--- config.mk ---
export PLATFORM = sky130hd
export DESIGN_NAME = fan_duty_arbiter
export DESIGN_NICKNAME = d
export VERILOG_FILES = /design/src/rtl/fan_duty_arbiter.sv
export SDC_FILE = /design/constraint.sdc
export NUM_CORES = 1
export LEC_CHECK = 0
export ABC_AREA = 1
export CORE_ASPECT_RATIO = 1.2
export CORE_MARGIN = 1
export CORE_UTILIZATION = 50
export DETAILED_ROUTE_END_ITERATION = 7
export PLACE_DENSITY = 0.72
export SYNTH_ARGS = -nofsm -noshare
export SYNTH_HDL_FRONTEND = slang
export SYNTH_SLANG_ARGS = --single-unit
--- constraint.sdc ---
create_clock -name clk -period 6.5 [get_ports clk]
set_input_delay 1.3 -clock clk [delete_from_list [all_inputs] [get_ports clk]]
set_output_delay 1.3 -clock clk [all_outputs]
set_load 0.01 [all_outputs]
--- src/rtl/fan_duty_arbiter.sv ---
`default_nettype none
// ============================================================================
// Module   : fan_duty_arbiter
// Purpose  : Arbitrates fan duty requests from the manual, auto and remote
//            control paths and sequences the shared PWM driver's duty input:
//            a kick-start pulse from standstill, rate-limited slewing
//            afterwards, and a level-sensitive emergency stop.
// Ports    : clk        - system clock, rising edge
//            reset_n    - asynchronous active-low reset
//            req_valid  - [0] manual, [1] auto, [2] remote request valid
//            req_duty   - [7:0] manual, [15:8] auto, [23:16] remote duty
//            estop      - emergency stop (level)
//            duty_out   - registered duty to the PWM driver
//            grant      - registered one-hot owner, zero when no owner
//            busy       - high while kicking or ramping
//            kicking    - high while kicking
// Revision : 1.0 - initial release
// ============================================================================
module fan_duty_arbiter #(
  parameter int CLK_HZ    = 100_000_000,
  parameter int STEP_MS   = 4,
  parameter int STEP_SIZE = 5,
  parameter int KICK_DUTY = 255,
  parameter int KICK_MS   = 200
) (
  input  logic        clk,
  input  logic        reset_n,
  input  logic [2:0]  req_valid,
  input  logic [23:0] req_duty,
  input  logic        estop,
  output logic [7:0]  duty_out,
  output logic [2:0]  grant,
  output logic        busy,
  output logic        kicking
);

  localparam int TICK_DIV  = (CLK_HZ / 1000 > 0) ? (CLK_HZ / 1000) : 1;
  localparam int MS_W      = (TICK_DIV > 1) ? $clog2(TICK_DIV) : 1;
  localparam int KICK_W    = (KICK_MS > 1) ? $clog2(KICK_MS + 1) : 1;
  localparam int STEP_W    = (STEP_MS > 1) ? $clog2(STEP_MS + 1) : 1;
  localparam int KICK_LAST = (KICK_MS > 0) ? (KICK_MS - 1) : 0;
  localparam int STEP_LAST = (STEP_MS > 0) ? (STEP_MS - 1) : 0;

  localparam logic [7:0] KICK_V = 8'(KICK_DUTY);
  localparam logic [8:0] STEP_V = 9'(STEP_SIZE);

  typedef enum logic [1:0] {
    S_OFF  = 2'd0,
    S_KICK = 2'd1,
    S_HOLD = 2'd2,
    S_RAMP = 2'd3
  } state_t;

  state_t              state, state_nx;
  logic [7:0]          duty_nx;
  logic [2:0]          grant_nx;
  logic [MS_W-1:0]     ms_cnt;
  logic                ms_tick;
  logic [KICK_W-1:0]   kick_cnt, kick_nx;
  logic [STEP_W-1:0]   step_cnt, step_nx;
  logic [7:0]          target;
  logic                ramp_up;
  logic [8:0]          ramp_mag;
  logic [8:0]          ramp_amt;
  logic [7:0]          ramp_next;

  // Free-running 1 ms tick; never realigned to state changes.
  assign ms_tick = (ms_cnt == MS_W'(TICK_DIV - 1));

  always_ff @(posedge clk or negedge reset_n) begin
    if (!reset_n) begin
      ms_cnt <= '0;
    end else if (ms_tick) begin
      ms_cnt <= '0;
    end else begin
      ms_cnt <= ms_cnt + 1'b1;
    end
  end

  // Remote pre-empts; otherwise the current owner is sticky while valid;
  // otherwise manual beats auto.
  always_comb begin
    grant_nx = 3'b000;
    if (estop) begin
      grant_nx = 3'b000;
    end else if (req_valid[2]) begin
      grant_nx = 3'b100;
    end else if (|(grant & req_valid)) begin
      grant_nx = grant;
    end else if (req_valid[0]) begin
      grant_nx = 3'b001;
    end else if (req_valid[1]) begin
      grant_nx = 3'b010;
    end
  end

  always_comb begin
    target = 8'd0;
    case (grant)
      3'b001:  target = req_duty[7:0];
      3'b010:  target = req_duty[15:8];
      3'b100:  target = req_duty[23:16];
      default: target = 8'd0;
    endcase
  end

  // Slew step: 9-bit magnitude, clamped to STEP_SIZE, so the result never
  // overshoots the target and never wraps.
  always_comb begin
    ramp_up  = (target >= duty_out);
    ramp_mag = ramp_up ? ({1'b0, target} - {1'b0, duty_out})
                       : ({1'b0, duty_out} - {1'b0, target});
    ramp_amt = (ramp_mag > STEP_V) ? STEP_V : ramp_mag;
    ramp_next = ramp_up ? (duty_out + ramp_amt[7:0])
                        : (duty_out - ramp_amt[7:0]);
  end

  always_comb begin
    state_nx = state;
    duty_nx  = duty_out;
    kick_nx  = kick_cnt;
    step_nx  = step_cnt;
    if (estop) begin
      state_nx = S_OFF;
      duty_nx  = 8'd0;
      kick_nx  = '0;
      step_nx  = '0;
    end else begin
      case (state)
        S_OFF: begin
          duty_nx = 8'd0;
          if (target != 8'd0) begin
            if (KICK_MS > 0) begin
              state_nx = S_KICK;
              duty_nx  = KICK_V;
              kick_nx  = '0;
            end else begin
              state_nx = S_HOLD;
              duty_nx  = target;
            end
          end
        end
        S_KICK: begin
          // Abort outranks kick expiry on the same cycle.
          if (target == 8'd0) begin
            state_nx = S_OFF;
            duty_nx  = 8'd0;
            kick_nx  = '0;
          end else if (ms_tick) begin
            if (kick_cnt == KICK_W'(KICK_LAST)) begin
              state_nx = S_HOLD;
              duty_nx  = target;
              kick_nx  = '0;
            end else begin
              kick_nx = kick_cnt + 1'b1;
            end
          end
        end
        S_HOLD: begin
          if (target != duty_out) begin
            state_nx = S_RAMP;
            step_nx  = '0;
          end
        end
        S_RAMP: begin
          // A target change mid-ramp only redirects the next step.
          if (ms_tick) begin
            if (step_cnt == STEP_W'(STEP_LAST)) begin
              step_nx = '0;
              duty_nx = ramp_next;
              if (ramp_next == target) begin
                state_nx = (target == 8'd0) ? S_OFF : S_HOLD;
              end
            end else begin
              step_nx = step_cnt + 1'b1;
            end
          end
        end
        default: begin
          state_nx = S_OFF;
          duty_nx  = 8'd0;
        end
      endcase
    end
  end

  always_ff @(posedge clk or negedge reset_n) begin
    if (!reset_n) begin
      state    <= S_OFF;
      duty_out <= 8'd0;
      grant    <= 3'b000;
      kick_cnt <= '0;
      step_cnt <= '0;
    end else begin
      state    <= state_nx;
      duty_out <= duty_nx;
      grant    <= grant_nx;
      kick_cnt <= kick_nx;
      step_cnt <= step_nx;
    end
  end

  assign busy    = (state == S_KICK) || (state == S_RAMP);
  assign kicking = (state == S_KICK);

endmodule
`default_nettype wire

==> results.md <==
* Status: finished, final reports clean
* CP Launch Type: input port
* Clk pwr share at between 9 and 10%
* Crit-path max cell delay at approximately 440 ps
* CTS H-tree lvls at 2
* Final wirelength at between 9 and 10 mm
* Post-synthesis sequential area ratio at 26.82%
* Initial Util at 52.27%
* VDD IR-drop max at between 0.2 and 0.25 mV
* Switch share at between 40 and 50%
* # setup viols final at 0
* Clk buf depth at 2
* Gpl congestion at 0.9239
* Mapped Nets at roughly 620
* Post-synth top cells: 125 x nand2_1, 106 x inv_1, 54 x nor2_1, 41 x dfrtp_1, 34 x nand3_1
* Skew final at 9.173 ps
* Hold Fails Final Rpt at 0
* Post-place setup slack at -299.2 ps
* FMAX at approximately 0.16 GHz
* Power per cell area at roughly 410 nW/µm²
* First-pass GRT wire length at around 16 mm
* M1 wire length at ~4.3 mm
* Drc violations at 0
* Largest net degree at the start of global routing at 42
* Fillers at a little under 700
* Final ANT Viol Nets at 0
* Req. time, crit path at roughly 6700 ps
* Finished Layout Cells at roughly 740
* Highest net fanout along the worst path at 11
* Top layer in use: met4
* RSZ-0062 raised after global routing: false
* Layout area overhead at 24.70%
* Slowest CP cell: fa_1
* Share of the synthesized area in the top cell type at approximately 27%
* Power Total at between 0.0015 and 0.002 W
* Routed via count at 3845
* Fraction of registers with async set/reset at 100.0%
* Ranking of synthesized cells by area: dfrtp_1 27%, nand2_1 12%, inv_1 10%
* Setup bufs post-CTS at 0
* Reg-to-reg endpoint: state[0]
* Initial DRC count at just over 200
* CP Data Arrival Time at between 6000 and 7000 ps
* Hold path depth at 2
* Mapped Cells at approximately 560
* # rows at 34
* Worst slew pin tran at 978.0 ps
* Vias in the first global route at roughly 3700
* Post-detail-place hpwl at between 8 and 9 mm
* Maxcap violations at 0
* Fin util at 65.18%
* CTS buffer count at 5
* Root Buffer: clkbuf_8
* Share of cells above drive strength 1 at ~16%
* Most frequent cell after synthesis: nand2_1
* Placed cell count at 728
* Final net count at around 710
* Worst Reg-to-Reg Cells at 35
* Via density at approximately 5.2
* EDFF count, synth at 0
* Kind of critical path: input port to flop
* Io pins at 43
* GRT Resource Usage Total at between 20% and 30%
* Initial antenna violation count at 0
* Grt ovf at 0
* Ys flop type: dfrtp_1
* Combinational share of power at around three quarters
* WL met2 at slightly below 5 mm
* WL per Instance at ~13 µm
* Port Buffers at 42
* Core box area at roughly 7300 µm²
* DRT Pass-1 Iters at 4
* Hold-fix buffers at CTS at 0
* Hold WC Path Type: flop to flop
* CP Capture Type: flop
* Register bit count reported by yosys at slightly above 40
* Post-synthesis cell type count at 48
* Pint at ~0.001 W
* Period utilization at ~94%
* Reg2Reg Setup Slack at 730 ps
* Crit Reg-Reg Startpoint: grant[0]
* CP dominant cell by count: nand2_1
* Slew Limit Fails at 0
* Die Ht at 97.81 µm
* Reg power frac at 16.9%
* DIE WIDTH at 81.84 µm
* ANT cells at 0
* Worst Setup Slack, final at about 380 ps
* Crit path time final at 6119 ps
* Sink Count at 41
* Die Area at roughly 8000 µm²
* TritonCTS clock tree: yes
* Routed wl met3 at ~300 µm
* Net switching power at 0.0009600 W
* Synth area leader: dfrtp_1
* Worst hold slack at between 400 and 500 ps
* Synth Cell Area at roughly 3800 µm²
* Average size of a mapped cell at roughly 7 µm²
* Reg clk slew, reported paths at roughly 80 ps
* Worst hold endpoint: step_cnt[2]
* Ys Warns at 0
* Later-pin clock latency in the skew report at roughly 300 ps
* Lkg Pwr at 2.464 nW
* Hold path startpoint: step_cnt[2]
* Max-slew headroom at 34.80%
-- cells in the final DEF, fill, tap and decap left out, drive strengths merged --
cell type | netlist | routed
nand2 | 133 | 133
inv | 115 | 115
nor2 | 61 | 61
dfrtp | 41 | 41
clkdlybuf4s50 | 0 | 41
buf | 3 | 40
o21ai | 40 | 40
nand3 | 37 | 37
ha | 30 | 30
a21oi | 24 | 24
xor2 | 13 | 13
nor3 | 12 | 12
nand4 | 8 | 8
clkbuf | 1 | 6
nor4 | 5 | 5
o22ai | 4 | 4
a211oi | 4 | 4
a221oi | 4 | 4
xnor2 | 3 | 3
and3 | 3 | 3
o31ai | 3 | 3
fa | 3 | 3
o21bai | 2 | 2
a31oi | 2 | 2
or2 | 2 | 2
nand3b | 1 | 1
a22o | 1 | 1
and2 | 1 | 1
o21a | 1 | 1
a41oi | 1 | 1
nor3b | 1 | 1
o41ai | 1 | 1
a21o | 1 | 1
clkinvlp | 0 | 1
-- state kept, by name (all words and copies together) (netlist names) --
signal    flops
kick_cnt      8
state         2
duty_out      8
ms_cnt       17
step_cnt      3
grant         3
-- through the flow --
| stage | setup TNS [ps] | area (µm²) |
|---|---|---|
| after global routing | 0 | 4770 |
| after floorplan | 0 | 3825 |
| final | 0 | 4770 |
| after global placement | -19.50 | 4618 |
| after CTS | 0 | 4708 |
| after detailed placement | -567.5 | 4618 |
-- what timing repair did --
action / CTS / global route
setup endpoints to repair: 1 / 3
pin swaps: 0 / 6
gates resized for setup: 1 / 17
-- layout make-up --
type / count / area [µm²] / area share (%)
clock buffer: 6 / 82.58 / 1.731
timing repair buffer: 81 / 708.2 / 14.85
sequential: 41 / 1026 / 21.51
tap: 90 / 112.6 / 2.361
clock inverter: 1 / 7.507 / 0.1574
inverter: 115 / 431.7 / 9.050
multi-input combinational: 401 / 2401 / 50.34
-- worst max-delay path: cells and delay by family --
family,cells,cell delay (ps)
and+or+nand+nor,19,2010
adders and majority gates,3,1060
buffers and inverters,8,920
AOI/OAI and AO/OA,5,790
xor gates and xnor gates,1,210
-- cell families (layout without fill, tap and decap cells) --
logic type,after synthesis,after routing,share of synthesized area [%]
flip-flops,41,41,26.82
AO/OA/AOI/OAI,88,88,14.20
buffers and inverters,119,203,12.00
adder cells (fa/ha/maj),33,33,11.38
XOR/XNOR,16,16,3.664
AND/OR/NAND/NOR,264,264,31.93
-- power groups by stage --
| stage | clock network (W) | registers (W) | logic [W] |
|---|---|---|---|
| final | 0.000178 | 0.000327 | 0.00143 |
| after global routing | 0.000191 | 0.000332 | 0.00159 |
| after CTS | 0.000184 | 0.000325 | 0.00138 |
| after detailed placement | 0 | 0.000330 | 0.00137 |
| after global placement | 0 | 0.000329 | 0.00135 |
| after floorplan | 0 | 0.000330 | 0.000927 |
-- layer usage --
metal  up-vias  track usage, %
met2        83           45.39
met1      1774           32.74
met3        19           3.084
met5         -               0
li1       1969               -
met4         0           9.177
-- worst max path at each step --
stage / from / to / slack [ps] / depth (start not counted)
after CTS: req_duty[13] / state[0] / 50 / 41
after floorplan: req_duty[9] / state[0] / 450 / 36
after global routing: req_duty[13] / state[1] / 20 / 39
after global placement: req_duty[9] / state[0] / -10 / 36
after detailed placement: req_duty[13] / state[0] / -300 / 39
final: req_duty[8] / state[0] / 380 / 36
Note: power is estimated with default switching activity, not from simulation.
